[src/rtl/fetch_stage.sv]
// rtl/fetch_stage.sv - instruction fetch front end with 2-entry skid FIFO
//
// Optional feature macro: FETCH_MISALIGN_CHECK_EN
//   defined     : a redirect whose target[1:0] != 0 flushes the FIFO, keeps pc, halts
//                 fetch and sets the sticky misaligned flag
//   not defined : redirect targets are forced word aligned; misaligned is tied to 0
//
// fetch_skid_fifo ports:
//   clk_i, resetn_i          clock, synchronous active-low reset
//   flush_i                  discard all entries (wins over push/pop)
//   s_tvalid_i/s_tdata_i     write side; s_tready_o = room or simultaneous pop
//   m_tvalid_o/m_tready_i    read side handshake; m_tdata_o is 0 when empty
//   count_o                  occupancy 0..2
//
// fetch_stage ports:
//   clk, reset               core clock, synchronous active-low reset
//   initial_address          pc loaded while reset is low
//   imem_addr/imem_rdata     asynchronous ROM address (= pc) and read data
//   redirect_valid/_target   taken branch/jump, new pc
//   halt_req                 stop fetching
//   out_valid/out_ready      head entry handshake
//   out_pc/out_instr         head entry contents (0 when empty)
//   out_pc_plus4             out_pc + 4, wrapping
//   halted, misaligned       HALT state, sticky misaligned-redirect flag
//   buf_count                FIFO occupancy

module fetch_skid_fifo #(
   parameter int W     = 64,
   parameter int DEPTH = 2
) (
   input  logic         clk_i,
   input  logic         resetn_i,
   input  logic         flush_i,
   input  logic         s_tvalid_i,
   input  logic [W-1:0] s_tdata_i,
   output logic         s_tready_o,
   output logic         m_tvalid_o,
   input  logic         m_tready_i,
   output logic [W-1:0] m_tdata_o,
   output logic [1:0]   count_o
);

   logic [W-1:0] mem_q [2];
   logic         wr_ptr_q, wr_ptr_d;
   logic         rd_ptr_q, rd_ptr_d;
   logic [1:0]   count_q, count_d;
   logic         push, pop;

   assign m_tvalid_o = (count_q != 2'd0);
   assign m_tdata_o  = m_tvalid_o ? mem_q[rd_ptr_q] : '0;
   assign count_o    = count_q;

   // Popping frees the head slot, so a full FIFO still accepts a write that cycle.
   assign pop        = m_tvalid_o & m_tready_i;
   assign s_tready_o = (count_q < 2'(DEPTH)) | pop;
   assign push       = s_tvalid_i & s_tready_o;

   always_comb begin
      wr_ptr_d = wr_ptr_q;
      rd_ptr_d = rd_ptr_q;
      count_d  = count_q;
      if (flush_i) begin
         wr_ptr_d = 1'b0;
         rd_ptr_d = 1'b0;
         count_d  = 2'd0;
      end else begin
         if (push) wr_ptr_d = ~wr_ptr_q;
         if (pop)  rd_ptr_d = ~rd_ptr_q;
         case ({push, pop})
            2'b10:   count_d = count_q + 2'd1;
            2'b01:   count_d = count_q - 2'd1;
            default: count_d = count_q;
         endcase
      end
   end

   always_ff @(posedge clk_i) begin
      if (!resetn_i) begin
         wr_ptr_q <= 1'b0;
         rd_ptr_q <= 1'b0;
         count_q  <= 2'd0;
      end else begin
         wr_ptr_q <= wr_ptr_d;
         rd_ptr_q <= rd_ptr_d;
         count_q  <= count_d;
      end
   end

   // Data storage needs no reset: an empty FIFO masks its outputs to zero.
   always_ff @(posedge clk_i) begin
      if (resetn_i && push && !flush_i) begin
         mem_q[wr_ptr_q] <= s_tdata_i;
      end
   end

endmodule

module fetch_stage #(
   parameter int XLEN      = 32,
   parameter int BUF_DEPTH = 2
) (
   input  logic            clk,
   input  logic            reset,
   input  logic [XLEN-1:0] initial_address,
   output logic [XLEN-1:0] imem_addr,
   input  logic [XLEN-1:0] imem_rdata,
   input  logic            redirect_valid,
   input  logic [XLEN-1:0] redirect_target,
   input  logic            halt_req,
   output logic            out_valid,
   input  logic            out_ready,
   output logic [XLEN-1:0] out_pc,
   output logic [XLEN-1:0] out_instr,
   output logic [XLEN-1:0] out_pc_plus4,
   output logic            halted,
   output logic            misaligned,
   output logic [1:0]      buf_count
);

   typedef enum logic {
      ST_RUN  = 1'b0,
      ST_HALT = 1'b1
   } state_e;

   state_e            state_q, state_d;
   logic [XLEN-1:0]   pc_q, pc_d;
   logic              fetch_en;
   logic              fifo_ready;
   logic [2*XLEN-1:0] head_data;

`ifdef FETCH_MISALIGN_CHECK_EN
   logic              misaligned_q, misaligned_d;
`endif

   fetch_skid_fifo #(
      .W     (2 * XLEN),
      .DEPTH (BUF_DEPTH)
   ) u_fifo (
      .clk_i      (clk),
      .resetn_i   (reset),
      .flush_i    (redirect_valid),
      .s_tvalid_i (fetch_en),
      .s_tdata_i  ({pc_q, imem_rdata}),
      .s_tready_o (fifo_ready),
      .m_tvalid_o (out_valid),
      .m_tready_i (out_ready),
      .m_tdata_o  (head_data),
      .count_o    (buf_count)
   );

   assign imem_addr    = pc_q;
   assign out_pc       = head_data[2*XLEN-1:XLEN];
   assign out_instr    = head_data[XLEN-1:0];
   assign out_pc_plus4 = out_pc + XLEN'(4);
   assign halted       = (state_q == ST_HALT);

   // Priority: redirect > halt_req > fetch. Neither a redirect nor the halt
   // transition edge pushes; a redirect also discards any pop (flush).
   always_comb begin
      state_d  = state_q;
      pc_d     = pc_q;
      fetch_en = 1'b0;
`ifdef FETCH_MISALIGN_CHECK_EN
      misaligned_d = misaligned_q;
`endif
      if (redirect_valid) begin
`ifdef FETCH_MISALIGN_CHECK_EN
         if (redirect_target[1:0] != 2'b00) begin
            state_d      = ST_HALT;
            misaligned_d = 1'b1;
         end else begin
            pc_d    = redirect_target;
            state_d = ST_RUN;
         end
`else
         pc_d    = redirect_target & ~XLEN'(3);
         state_d = ST_RUN;
`endif
      end else if (state_q == ST_RUN) begin
         if (halt_req) begin
            state_d = ST_HALT;
         end else begin
            fetch_en = 1'b1;
            // pc only advances when the fetched word is actually stored.
            if (fifo_ready) begin
               pc_d = pc_q + XLEN'(4);
            end
         end
      end
   end

   always_ff @(posedge clk) begin
      if (!reset) begin
         state_q <= ST_RUN;
         pc_q    <= initial_address;
      end else begin
         state_q <= state_d;
         pc_q    <= pc_d;
      end
   end

`ifdef FETCH_MISALIGN_CHECK_EN
   always_ff @(posedge clk) begin
      if (!reset) begin
         misaligned_q <= 1'b0;
      end else begin
         misaligned_q <= misaligned_d;
      end
   end

   assign misaligned = misaligned_q;
`else
   assign misaligned = 1'b0;
`endif

endmodule

[config.mk]
export PLATFORM = sky130hd
export DESIGN_NAME = fetch_stage
export DESIGN_NICKNAME = d
export VERILOG_FILES = /design/src/rtl/fetch_stage.sv
export SDC_FILE = /design/constraint.sdc
export NUM_CORES = 1
export LEC_CHECK = 0
export CELL_PAD_IN_SITES_DETAIL_PLACEMENT = 0
export CELL_PAD_IN_SITES_GLOBAL_PLACEMENT = 1
export CORE_ASPECT_RATIO = 0.6
export CORE_MARGIN = 2
export CORE_UTILIZATION = 30
export DETAILED_ROUTE_END_ITERATION = 8
export GPL_ROUTABILITY_DRIVEN = 0
export PLACE_DENSITY_LB_ADDON = 0.08
export SLEW_MARGIN = 25
export SYNTH_ARGS = -nofsm -noshare
export SYNTH_HDL_FRONTEND = slang
export SYNTH_SLANG_ARGS = --single-unit
[constraint.sdc]
create_clock -name clk -period 7.2 [get_ports clk]
set_input_delay 1.8 -clock clk [delete_from_list [all_inputs] [get_ports clk]]
set_output_delay 1.8 -clock clk [all_outputs]
set_load 0.03 [all_outputs]
==> flow_metrics.tcl, run 1 <==
set metrics [dict create \
    arrival_ps 4260 \
    cts_tree "yes" \
    start_kind "flip-flop" \
    critPathRequiredTime_ps 5400 \
    cts_num_sinks 166 \
    design.core.area_sq_um 26500 \
    vias 5722 \
    drive_above_1_share_pct 8.94 \
    die_w_microns 216 \
    critPathMaxFanout 57 \
    dp_hpwl_mm 16.4 \
    ys_types 47 \
    dieArea_sq_um 28400 \
    fin_util_pct 42.8 \
    synth_seq_cells 166 \
    slew_headroom_pct 37.2 \
    yosysSeqAreaShare_pct 60.8 \
    fin_crit_sh_pct 84.2 \
    syn-cell-area_sq_um 8110 \
    finalCriticalPeriod_ps 6060 \
    grt_antenna_before_repair 0 \
    hold_viol 0 \
    clock.fmax_mhz 165 \
    endpoint_kind "output port" \
    tightest_slew_ps 942 \
    post_cts_resized 0 \
    max_cap_viol_count 0 \
    skew_ps 8.17 \
    crit_family "flip-flops" \
    layout_common_cells "clkdlybuf4s50_1, edfxtp_1, nor2_1" \
    area.growth.synth_to_final_pct 39.6 \
    slowest_delay_ps 910 \
    num_rows 46 \
    grt_util_all_layers_pct 16.2 \
    htreeDepth 4 \
    synthCells 651 \
    initial_core_util_pct 30.6 \
    grt_pass1_vias 5593 \
    hold_class "flip-flop to flip-flop" \
    synth_top_area_share_pct 59.3 \
    syn_area_per_cell_sq_um 12.5 \
    crit_slowest_cell "dfxtp_4" \
    route.detailed.vias_per_inst 4.60 \
    drt_pre_antenna_iters 4 \
    ys_warn_count 0 \
    synth_top_cell_by_area "edfxtp_1" \
    worstSkewPairLatency_ps 420 \
    routed_wl_mm 23.0 \
    holdBufCountCts 0 \
    postLayoutSetupSlackWorst_ps 1140 \
    ant_nets 0 \
    grt_pass1_wl_mm 34.7 \
    path_buf_inv 1 \
    cts_inserted_buffers 17 \
    drt_iter0_markers 354 \
    clk_pin_slew_ps 70 \
    slew_violations 0 \
    power_density_nw_per_um2 218 \
    ir_drop_v 0.000140 \
    grt_start_max_net_pins 65 \
    critical_path_class "flip-flop to output port" \
    cp_cell_sequence "mux2i_1, nor2_1, ha_1, nand4_1, a2111oi_2, xor2_1, clkdlybuf4s50_1" \
    synth_fp_nets 755 \
    antenna_cells 0 \
    cts_setup_buffers 0 \
    grt.overflow.total 0 \
    totalPowerFinal_mw 2.47 \
    final_common_cell "clkdlybuf4s50_1" \
    leakage_nw 3.70 \
    status "finished, final reports clean" \
    boundaryPins 234 \
    clk_path_buf_depth 2 \
    avgRoutedWirePerCell_microns 18.5 \
    drc_errors 0 \
    nFillCells 2476 \
    dp_slack_ps 1430 \
    nNetsFinal 975 \
    synth.area.top_cells "edfxtp_1, mux2i_1, xor2_1, nor2_1, nand2_1" \
    fp.dieH_microns 131 \
    port_buffers 230 \
    cts-root-buf "clkbuf_16" \
    setup_viol 0 \
    rsz0062_at_grt "no" \
]
synthesized netlist by cell type (all sizes together):
cell / n
xor2: 42
edfxtp: 160
clkbuf: 10
a21oi: 6
nand2: 52
or4: 1
a211oi: 6
inv: 20
nor4: 14
nand3: 20
nor2b: 5
a31oi: 3
ha: 3
and4: 2
a2111oi: 1
buf: 26
mux2: 7
and2: 2
xnor2: 16
nor3: 15
nor2: 84
a31o: 2
o22ai: 7
dfxtp: 6
and3: 5
o21ai: 45
nand2b: 1
or3: 1
nand3b: 6
nand4: 17
mux2i: 64
nand4b: 1
conb: 1
cell families after synthesis:
kind of cell / count (synthesis) / share of synthesized area [%]
DFF: 166 / 60.8
other: 1 / 0.0463
buffers and inverters: 56 / 3.80
xor gates and xnor gates: 58 / 6.27
muxes: 71 / 8.87
and+or+nand+nor: 226 / 14.5
AOI/OAI and AO/OA: 70 / 5.34
adders and majority gates: 3 / 0.463
per-stage QoR:
step                      instance area, sq um  TNS, ps  instances  hold slack (ps)
after floorplan                           8110    -5910        651              481
after global placement                   10700        0       1212              466
after detailed placement                 10700        0       1212              467
after CTS                                11300        0       1244              484
after global routing                     11300        0       1244              506
final                                    11300        0       1244              481
routing by layer:
metal | part of all wire [%] | up-vias | GRT usage (%)
met4 | 1.3 | 0 | 4.19
met1 | 52 | 2758 | 24.5
li1 | - | 2800 | -
met5 | 0 | - | 0
met2 | 40 | 152 | 22.2
met3 | 6.2 | 12 | 4.86
layout make-up:
| class | count | area [sq um] | area share [%] |
|---|---|---|---|
| Timing Repair Buffer | 237 | 2350 | 20.8 |
| Tap cell | 360 | 450 | 3.98 |
| Clock buffer | 18 | 429 | 3.79 |
| Clock inverter | 14 | 198 | 1.75 |
| Sequential cell | 166 | 4930 | 43.5 |
| Multi-Input combinational cell | 429 | 2890 | 25.5 |
| Inverter | 20 | 75.1 | 0.663 |
worst paths after layout:
check	start	end	slack, ps	depth (start not counted)
setup / recovery	flip-flop	out_pc_plus4[28]	1140	7
hold / removal	imem_addr[1]	u_fifo.mem_q[0][33]	480	0
setup reg to reg	u_fifo.count_o[1]	u_fifo.count_o[1]	4560	6
hold reg to reg	imem_addr[1]	u_fifo.mem_q[0][33]	480	0
worst reg2reg max path, stage by stage (launching register included):
cell and delay (ps):
dfxtp_1 370, nor2_4 680, inv_1 370, and2_1 300, ha_1 340, or3_1 350
a21oi_1 140
where the power goes:
| group | internal [mW] | leakage [nW] | switching, mW |
|---|---|---|---|
| combinational | 0.151 | 1.86 | 0.188 |
| clock | 0.585 | 0.297 | 0.385 |
| sequential | 1.11 | 1.54 | 0.0533 |
sequential cells by signal, summed over array words and instances, names as in the netlist, named ones only:
register	flops
imem_addr	32
u_fifo.wr_ptr_q	1
u_fifo.mem_q	128
u_fifo.count_o	2
halted	1
u_fifo.rd_ptr_q	1
No activity file was read; power rests on OpenSTA's default activity.
==> inputs of run 2 (changes only) <==
==> constraint.sdc (replaced) <==
create_clock -name clk -period 4.95 [get_ports clk]
set_input_delay 1.2375 -clock clk [delete_from_list [all_inputs] [get_ports clk]]
set_output_delay 1.2375 -clock clk [all_outputs]
set_load 0.03 [all_outputs]
==> run 2 against run 1 <==
Net effect:
- count of clock-buffer cells in the layout increased by 1
- wire length rose by 0.70%
- sequential share of layout area is 0.31 points lower
- register-to-register slack got worse by 1900 ps
- clock power up 38%
==> flow_metrics.tcl, run 2 (synthesized netlist as in run 1, its figures left out) <==
set metrics [dict create \
    largest_register "u_fifo.mem_q" \
    ant_nets 0 \
    slowest_delay_ps 720 \
    grt_util_all_layers_pct 16.4 \
    area.growth.synth_to_final_pct 40.6 \
    skew_ps 8.09 \
    multi_input_area_sq_um 2890 \
    drt_pre_antenna_iters 4 \
    crit_family "buffers and inverters" \
    seqCellArea_sq_um 4930 \
    ir_drop_v 0.000136 \
    final_area_sq_um 11400 \
    dp_hpwl_mm 16.9 \
    met3_usage_pct 4.81 \
    grt.overflow.total 0 \
    final_cells 1256 \
    grt_antenna_before_repair 1 \
    crit_slowest_cell "clkdlybuf4s50_1" \
    start_kind "flip-flop" \
    critical_path_class "flip-flop to output port" \
    cts-root-buf "clkbuf_16" \
    slew_headroom_pct 36.3 \
    drc_errors 0 \
    nNetsFinal 985 \
    endpoint_kind "output port" \
    dieArea_sq_um 28400 \
    grt_pass1_wl_mm 35.3 \
    cp_cell_sequence "buf_4, nand3_1, a211oi_2, nand4_2, nor4_2, xor2_1, clkdlybuf4s50_1" \
    nFillCells 2444 \
    layout_common_cells "clkdlybuf4s50_1, edfxtp_1, nor2_1" \
    arrival_ps 3380 \
    grt_start_max_net_pins 65 \
    grt_pass1_vias 5781 \
    critPathMaxFanout 36 \
    largest_reg_flops 128 \
    rsz0062_at_grt "no" \
    drive_above_1_share_pct 10.3 \
    avgRoutedWirePerCell_microns 18.5 \
    fin_crit_sh_pct 93.3 \
    postPlaceCellArea_sq_um 10800 \
    slew_violations 0 \
    critPathRequiredTime_ps 3710 \
    worstSkewPairLatency_ps 430 \
    status "finished, final reports clean" \
    htreeDepth 4 \
    clock.fmax_mhz 216 \
    placed_cells 1221 \
    finalCriticalPeriod_ps 4620 \
    initial_core_util_pct 30.6 \
    fp.dieH_microns 131 \
    cts_num_sinks 166 \
    cts_tree "yes" \
    clk_path_buf_depth 2 \
    power_density_nw_per_um2 310 \
    boundaryPins 234 \
    hold_viol 0 \
    final.setup.tns_ps 0 \
    grt_util_met1_pct 24.6 \
    leakage_nw 3.74 \
    final_common_cell "clkdlybuf4s50_1" \
    setup_viol 0 \
    post_cts_resized 0 \
    cts_inserted_buffers 17 \
    die_w_microns 216 \
    drt_iter0_markers 353 \
    tightest_slew_ps 956 \
    busiest_layer "met1" \
    grt_util_met2_pct 22.8 \
    vias 5802 \
    hold_class "flip-flop to flip-flop" \
    clk_pin_slew_ps 60 \
    num_rows 46 \
    port_buffers 230 \
    routed_wl_mm 23.2 \
    path_buf_inv 2 \
    route.detailed.vias_per_inst 4.62 \
    max_cap_viol_count 0 \
    design.core.area_sq_um 26500 \
]
-- run 2: cell types whose count changed in the layout (fill, tap and decap cells not counted), sizes merged --
cell           delta
diode             +3
buf              +15
clkdlybuf4s50     -5
clkinvlp          +1
clkbuf            +1
inv               -3
clkinv            +1
bufinv            -1
-- run 2: final cells by class --
| class | count | share of cell area, % |
|---|---|---|
| sequential | 166 | 43.2 |
| multi-input combinational | 429 | 25.3 |
| timing repair buffer | 247 | 21.6 |
| tap | 360 | 3.95 |
| clock buffer | 19 | 3.80 |
| clock inverter | 12 | 1.36 |
| inverter | 20 | 0.658 |
| antenna | 3 | 0.0658 |
-- run 2: final timing paths --
kind | from | slack [ps] | depth (start not counted) | to
worst max-delay path | flip-flop | 330 | 7 | out_pc_plus4[29]
worst min-delay path | imem_addr[1] | 500 | 0 | u_fifo.mem_q[0][33]
worst max register to register | imem_addr[5] | 2610 | 5 | imem_addr[28]
worst min register to register | imem_addr[1] | 500 | 0 | u_fifo.mem_q[0][33]
-- run 2: metrics by stage --
stage | power (mW) | worst slack [ps] | util (%) | hold slack [ps]
after floorplan | 1.95 | -1730 | - | 481
after global placement | 2.22 | 665 | 40.8 | 464
after detailed placement | 2.22 | 630 | 40.8 | 480
after CTS | 3.56 | 138 | 43.0 | 495
after global routing | 3.66 | 66.4 | 43.0 | 514
final | 3.53 | 330 | 43.1 | 500
-- run 2: repair_timing --
item	CTS	global route
hold buffers	0	0
buffers inserted	0	1
setup endpoints to repair	0	1
-- run 2: power by group --
| part | leakage, nW | switching [mW] | internal, mW |
|---|---|---|---|
| Sequential | 1.54 | 0.0786 | 1.61 |
| Combinational | 1.93 | 0.274 | 0.226 |
| Clock | 0.273 | 0.546 | 0.791 |
| Total | 3.74 | 0.899 | 2.63 |
-- run 2: metal layers --
layer	share of wire, %	vias up	wire (microns)
met3	6.3	24	1470
met5	0	-	0
met2	40	178	9320
met4	1.3	0	310
li1	-	2829	-
met1	52	2771	12100
